<file path="src/rtl/nmi_event_scheduler.sv">
// NMI request scheduler: captures request edges, queues them with a mask,
// and issues one-hot userevents pulses in priority order with ack watchdog
// and hold-off between services.
module nmi_event_scheduler #(
  parameter int unsigned NSRC    = 5,
  parameter logic [7:0]  REGADDR = 8'h0E,
  parameter int unsigned HOLDOFF = 16,
  parameter int unsigned TIMEOUT = 1048576
) (
  input  logic            clk,
  input  logic            rst,
  input  logic [NSRC-1:0] req,
  input  logic            page_configrom_active,
  input  logic [7:0]      zxuno_addr,
  input  logic            zxuno_regrd,
  input  logic            zxuno_regwr,
  input  logic [7:0]      din,
  output logic [7:0]      dout,
  output logic            oe_n,
  output logic [NSRC-1:0] userevents,
  output logic            busy
);

  localparam int unsigned CNT_MAX = (TIMEOUT > HOLDOFF) ? TIMEOUT : HOLDOFF;
  localparam int unsigned CW      = $clog2(CNT_MAX) + 1;
  localparam logic [CW-1:0] TO_LAST = CW'(TIMEOUT - 1);
  localparam logic [CW-1:0] HO_LAST = CW'(HOLDOFF - 1);

  typedef enum logic [2:0] {
    S_IDLE, S_ISSUE, S_WAIT_ACK, S_SERVICE, S_HOLDOFF
  } state_t;

  state_t          state, state_nx;
  logic [NSRC-1:0] pending, mask, grant, req_prev;
  logic [NSRC-1:0] rise, avail, pick, clear_c;
  logic            timeout_flag;
  logic [CW-1:0]   counter;
  logic            reg_wr;
  logic            grant_ld_c, issue_c, cnt_clr_c, cnt_inc_c, to_set_c;
  logic            unused_din;

  assign rise       = req & ~req_prev;
  assign avail      = pending & mask;
  // Isolate the lowest set bit: bit 0 has highest priority.
  assign pick       = avail & (~avail + NSRC'(1));
  assign reg_wr     = (zxuno_addr == REGADDR) && zxuno_regwr;
  assign oe_n       = !((zxuno_addr == REGADDR) && zxuno_regrd);
  assign dout       = {timeout_flag, 2'b00, 5'(pending)};
  assign unused_din = ^din[6:NSRC];

  // State register.
  always_ff @(posedge clk) begin
    if (rst) state <= S_IDLE;
    else     state <= state_nx;
  end

  // Next-state decode.
  always_comb begin
    state_nx = state;
    unique case (state)
      S_IDLE:     if (avail != '0 && !page_configrom_active) state_nx = S_ISSUE;
      S_ISSUE:    state_nx = S_WAIT_ACK;
      S_WAIT_ACK: if (page_configrom_active)  state_nx = S_SERVICE;
                  else if (counter == TO_LAST) state_nx = S_HOLDOFF;
      S_SERVICE:  if (!page_configrom_active) state_nx = S_HOLDOFF;
      S_HOLDOFF:  if (counter == HO_LAST)     state_nx = S_IDLE;
      default:    state_nx = S_IDLE;
    endcase
  end

  // Per-state control strobes for the datapath.
  always_comb begin
    grant_ld_c = 1'b0;
    issue_c    = 1'b0;
    cnt_clr_c  = 1'b0;
    cnt_inc_c  = 1'b0;
    to_set_c   = 1'b0;
    unique case (state)
      S_IDLE:     grant_ld_c = (state_nx == S_ISSUE);
      S_ISSUE: begin
        issue_c   = 1'b1;
        cnt_clr_c = 1'b1;
      end
      S_WAIT_ACK: if (!page_configrom_active) begin
        cnt_inc_c = 1'b1;
        if (counter == TO_LAST) begin
          to_set_c  = 1'b1;
          cnt_clr_c = 1'b1;
        end
      end
      S_SERVICE:  cnt_clr_c = !page_configrom_active;
      S_HOLDOFF:  cnt_inc_c = 1'b1;
      default:    cnt_clr_c = 1'b0;
    endcase
  end

  assign clear_c = issue_c ? grant : '0;

  // Edge capture, pending queue, mask/status register, counter and outputs.
  always_ff @(posedge clk) begin
    if (rst) begin
      req_prev     <= '1;
      pending      <= '0;
      mask         <= '1;
      grant        <= '0;
      timeout_flag <= 1'b0;
      counter      <= '0;
      userevents   <= '0;
      busy         <= 1'b0;
    end else begin
      req_prev <= req;
      // A new edge wins over the issue clear so a re-request is re-queued.
      pending  <= (pending & ~clear_c) | (rise & mask);
      if (reg_wr) mask <= din[NSRC-1:0];
      if (to_set_c)                 timeout_flag <= 1'b1;
      else if (reg_wr && din[7])    timeout_flag <= 1'b0;
      if (grant_ld_c) grant <= pick;
      if (cnt_clr_c)      counter <= '0;
      else if (cnt_inc_c) counter <= counter + CW'(1);
      userevents <= clear_c;
      busy       <= (state_nx != S_IDLE);
    end
  end

endmodule

</file>
<file path="config.mk">
export PLATFORM = sky130hd
export DESIGN_NAME = nmi_event_scheduler
export DESIGN_NICKNAME = d
export VERILOG_FILES = /design/src/rtl/nmi_event_scheduler.sv
export SDC_FILE = /design/constraint.sdc
export NUM_CORES = 1
export LEC_CHECK = 0
export ABC_AREA = 1
export BUFFER_PORTS_ARGS = -buffer_cell sky130_fd_sc_hd__buf_2
export CAP_MARGIN = 20
export CORE_ASPECT_RATIO = 0.6
export CORE_MARGIN = 4
export CORE_UTILIZATION = 60
export DETAILED_ROUTE_END_ITERATION = 8
export PLACE_DENSITY_LB_ADDON = 0.05
export REMOVE_ABC_BUFFERS = 1
export SLEW_MARGIN = 25
export SYNTH_ARGS = -nofsm -noshare
export SYNTH_HDL_FRONTEND = slang
export SYNTH_SLANG_ARGS = --single-unit
</file>
<file path="constraint.sdc">
create_clock -name clk -period 2.8 [get_ports clk]
set_clock_uncertainty 0.15 [all_clocks]
set_input_delay 0.42 -clock clk [delete_from_list [all_inputs] [get_ports clk]]
set_output_delay 0.42 -clock clk [all_outputs]
set_load 0.01 [all_outputs]
</file>
==> impl_metrics.ini <==
[outcome]
run_status = completed

[power_and_ir_drop]
power_frac_comb_pct = 9.4
power.density_nw_per_um2 = 505
totalPowerFinal_mw = 1.40
max-vdd-ir-drop_v = 0.000378
net-switching-power_mw = 0.340
p_leak_nw = 1.14
seqPwrFrac_pct = 54.3
cellInternalPower_mw = 1.06
clockPowerShare_pct = 36.3
swShare_pct = 24.3

[finish]
fin_nets = 420
flow.area_growth_from_synthesis_pct = 12.0
final_area_um2 = 2780
finish.utilization_pct = 72.5
mostFrequentLayoutCell = sky130_fd_sc_hd__nand2_1
num_antenna_cells = 0
final_layout_size_suffix_gt1_share_pct = 17.3
most-common-layout-cells = 99 x sky130_fd_sc_hd__nand2_1, 51 x sky130_fd_sc_hd__dfxtp_1, 49 x sky130_fd_sc_hd__nor2_1, 36 x sky130_fd_sc_hd__buf_2, 35 x sky130_fd_sc_hd__inv_1

[sta]
rsz0062_at_grt = false
hold_violations = 0
layout_worst_path_cycle_share_pct = 70.0
final.setup.tns_ns = 0
post-route-worst-setup-slack_ns = 0.840
period_minus_slack_ns = 1.96
fmax_mhz = 510
timing.final.max_slew_violations = 0
finalSetupViolCount = 0

[routing]
routedWlPerCell_um = 12.3
vias = 2298
first_iter_violations = 155
drt_drc_violations_left = 0
drt_wl_total_um = 5430
detailedRoute.firstPassIterationCount = 5
avgViaCountPerCell = 5.21
final_antenna_net_count = 0

[die]
dieArea_um2 = 5250
die-width_um = 91.0
coreArea_um2 = 3830
num_io_pins = 41
initial_core_utilization_pct = 64.7
rows = 17
dieHeight_um = 57.8

[critical_path]
timing.critical_path.cells = ha_1 -> nand2_1 -> nor2_4 -> nand2_1 -> nor2_2 -> nand3b_2 -> nand4_2 -> buf_4 -> nor2_1
critPathBufInv = 1
timing.critical_path.from_type = flop
regToRegStartpoint = counter[0]
critical_path.reg2reg.endpoint = counter[15]
critical_path.slowest_cell = sky130_fd_sc_hd__dfxtp_1
timing.reg2reg.worst_path_depth = 9
crit_family = simple AND/OR/NAND/NOR gates
critical_path_cell_count = 9
worst_path_required_time_ns = 2.84
worstSetupPathType = reg -> reg
worst-path-max-fanout = 21
timing.critical_path.to_type = flop
worstSetupStartpoint = counter[0]
critical_path.endpoint = counter[15]
crit_top_cell = sky130_fd_sc_hd__nand2_1
critical_path_arrival_ns = 2.00
r2r_setup_slack_ns = 0.84
cp_slowest_stage_delay_ns = 0.42

[logic_synthesis]
synth.cell_area_um2 = 2480
yosys_register_bits = 51
yosysSeqAreaShare_pct = 41.2
synth_warnings = 0
synth_edf_count = 0
syn_area_per_cell_um2 = 6.92
asyncSetResetFlopFracSynth_pct = 0
synthFlopType = sky130_fd_sc_hd__dfxtp_1
netlist-cell-type-count = 29
synthesis.instances = 358

[clock_network]
holdBufCountCts = 0
cts.sinks = 51
numCtsBuffers = 5
worst_setup_hold_path_clk_slew_ns = 0.09
post_cts_buffers = 0
ctsResizeCount = 0
clock_tree.buffer_depth = 2
clk_latency_ns = 0.30
htreeDepth = 2
cts_tree = built
root_buffer = sky130_fd_sc_hd__clkbuf_8

[grt]
first_pass_grt_wire_length_um = 8960
grt-ovfl-total = 0
grt_start_max_net_pins = 22
grt_use_total_pct = 21.0
grt_pass1_vias = 1943
antenna_violations_before_repair = 0

[placement]
placement.io_buffers = 36
gp_congestion = 0.887
area_after_detailed_placement_um2 = 2660
placement.setup.worst_slack_ns = 0.872
post-dp-hpwl_um = 4150

[run]
cap_violations = 0

[min_path]
min-delay-path-class = in -> reg
## registers in the layout (all words and copies together), names as in the netlist
register,flops
grant,5
userevents,5
pending,5
counter,21
timeout_flag,1
req_prev,5
busy,1
mask,5
state,3
## synthesized netlist by cell type (5+ instances only)
| library cell | count | area share, % |
|---|---|---|
| sky130_fd_sc_hd__or2_2 | 6 | 1.5 |
| sky130_fd_sc_hd__nand4_1 | 5 | 1.3 |
| sky130_fd_sc_hd__dfxtp_1 | 51 | 41 |
| sky130_fd_sc_hd__o21ai_0 | 14 | 2.8 |
| sky130_fd_sc_hd__xor2_1 | 5 | 1.8 |
| sky130_fd_sc_hd__a21oi_1 | 23 | 4.6 |
| sky130_fd_sc_hd__nor2_1 | 49 | 7.4 |
| sky130_fd_sc_hd__nand2_1 | 99 | 15 |
| sky130_fd_sc_hd__nand3_1 | 23 | 4.6 |
| sky130_fd_sc_hd__inv_1 | 35 | 5.3 |
| sky130_fd_sc_hd__nor3_1 | 10 | 2.0 |
## worst min path at each step
stage               startpoint            end  slack [ns]  depth (start not counted)
floorplan             grant[0]  userevents[0]        0.29                          2
global placement      grant[3]  userevents[3]        0.31                          2
detailed placement    grant[3]  userevents[3]        0.31                          2
CTS                     din[0]        mask[0]        0.15                          3
global route            din[1]        mask[1]        0.16                          3
finish                  din[3]        mask[3]        0.16                          3
## cell type report
class	instances	area [um^2]
Inverter	35	131
Multi-Input combinational cell	263	1260
Fill cell	315	1050
Timing Repair Buffer	37	188
Sequential cell	51	1020
Clock inverter	3	43.8
Tap cell	47	58.8
Clock buffer	5	68.8
## per-layer routing
metal | GRT usage, % | up-vias | wire length [um]
met3 | 5.58 | 4 | 498
met5 | 0 | - | 0
met1 | 32.6 | 1006 | 2850
li1 | - | 1204 | -
met2 | 28.1 | 84 | 2040
met4 | 5.36 | 0 | 41
## power groups by stage
stage	Combinational (mW)	Sequential, mW	Clock (mW)
2_1_floorplan	0.0775	0.780	0
3_3_place_gp	0.128	0.777	0
3_5_place_dp	0.131	0.778	0
4_1_cts	0.131	0.761	0.517
5_1_grt	0.152	0.764	0.545
6_report	0.132	0.761	0.509
## stage by stage
stage / hold WS [ns] / instances
6_report: 0.157 / 441
5_1_grt: 0.157 / 441
4_1_cts: 0.153 / 441
3_5_place_dp: 0.305 / 433
3_3_place_gp: 0.306 / 433
2_1_floorplan: 0.287 / 349
## worst reg2reg max path: cells and delay by family, from the launching register on
family | cells | cell delay (ns)
flops | 1 | 0.42
buf+inv | 1 | 0.28
fa+ha+maj | 1 | 0.20
simple gates | 7 | 0.79
## cells by family (layout without fill, tap and decap cells)
group                      after synthesis  count (layout)  synth area share [%]
AOI/OAI and AO/OA                       41              41                  8.89
xor gates and xnor gates                 7               7                  2.47
adders and majority gates                1               1                 0.505
buffers and inverters                   45              80                  7.93
DFF                                     51              51                  41.2
other                                    1               2                 0.151
and+or+nand+nor                        212             212                  38.8
Power figures use the tool's default switching activity.
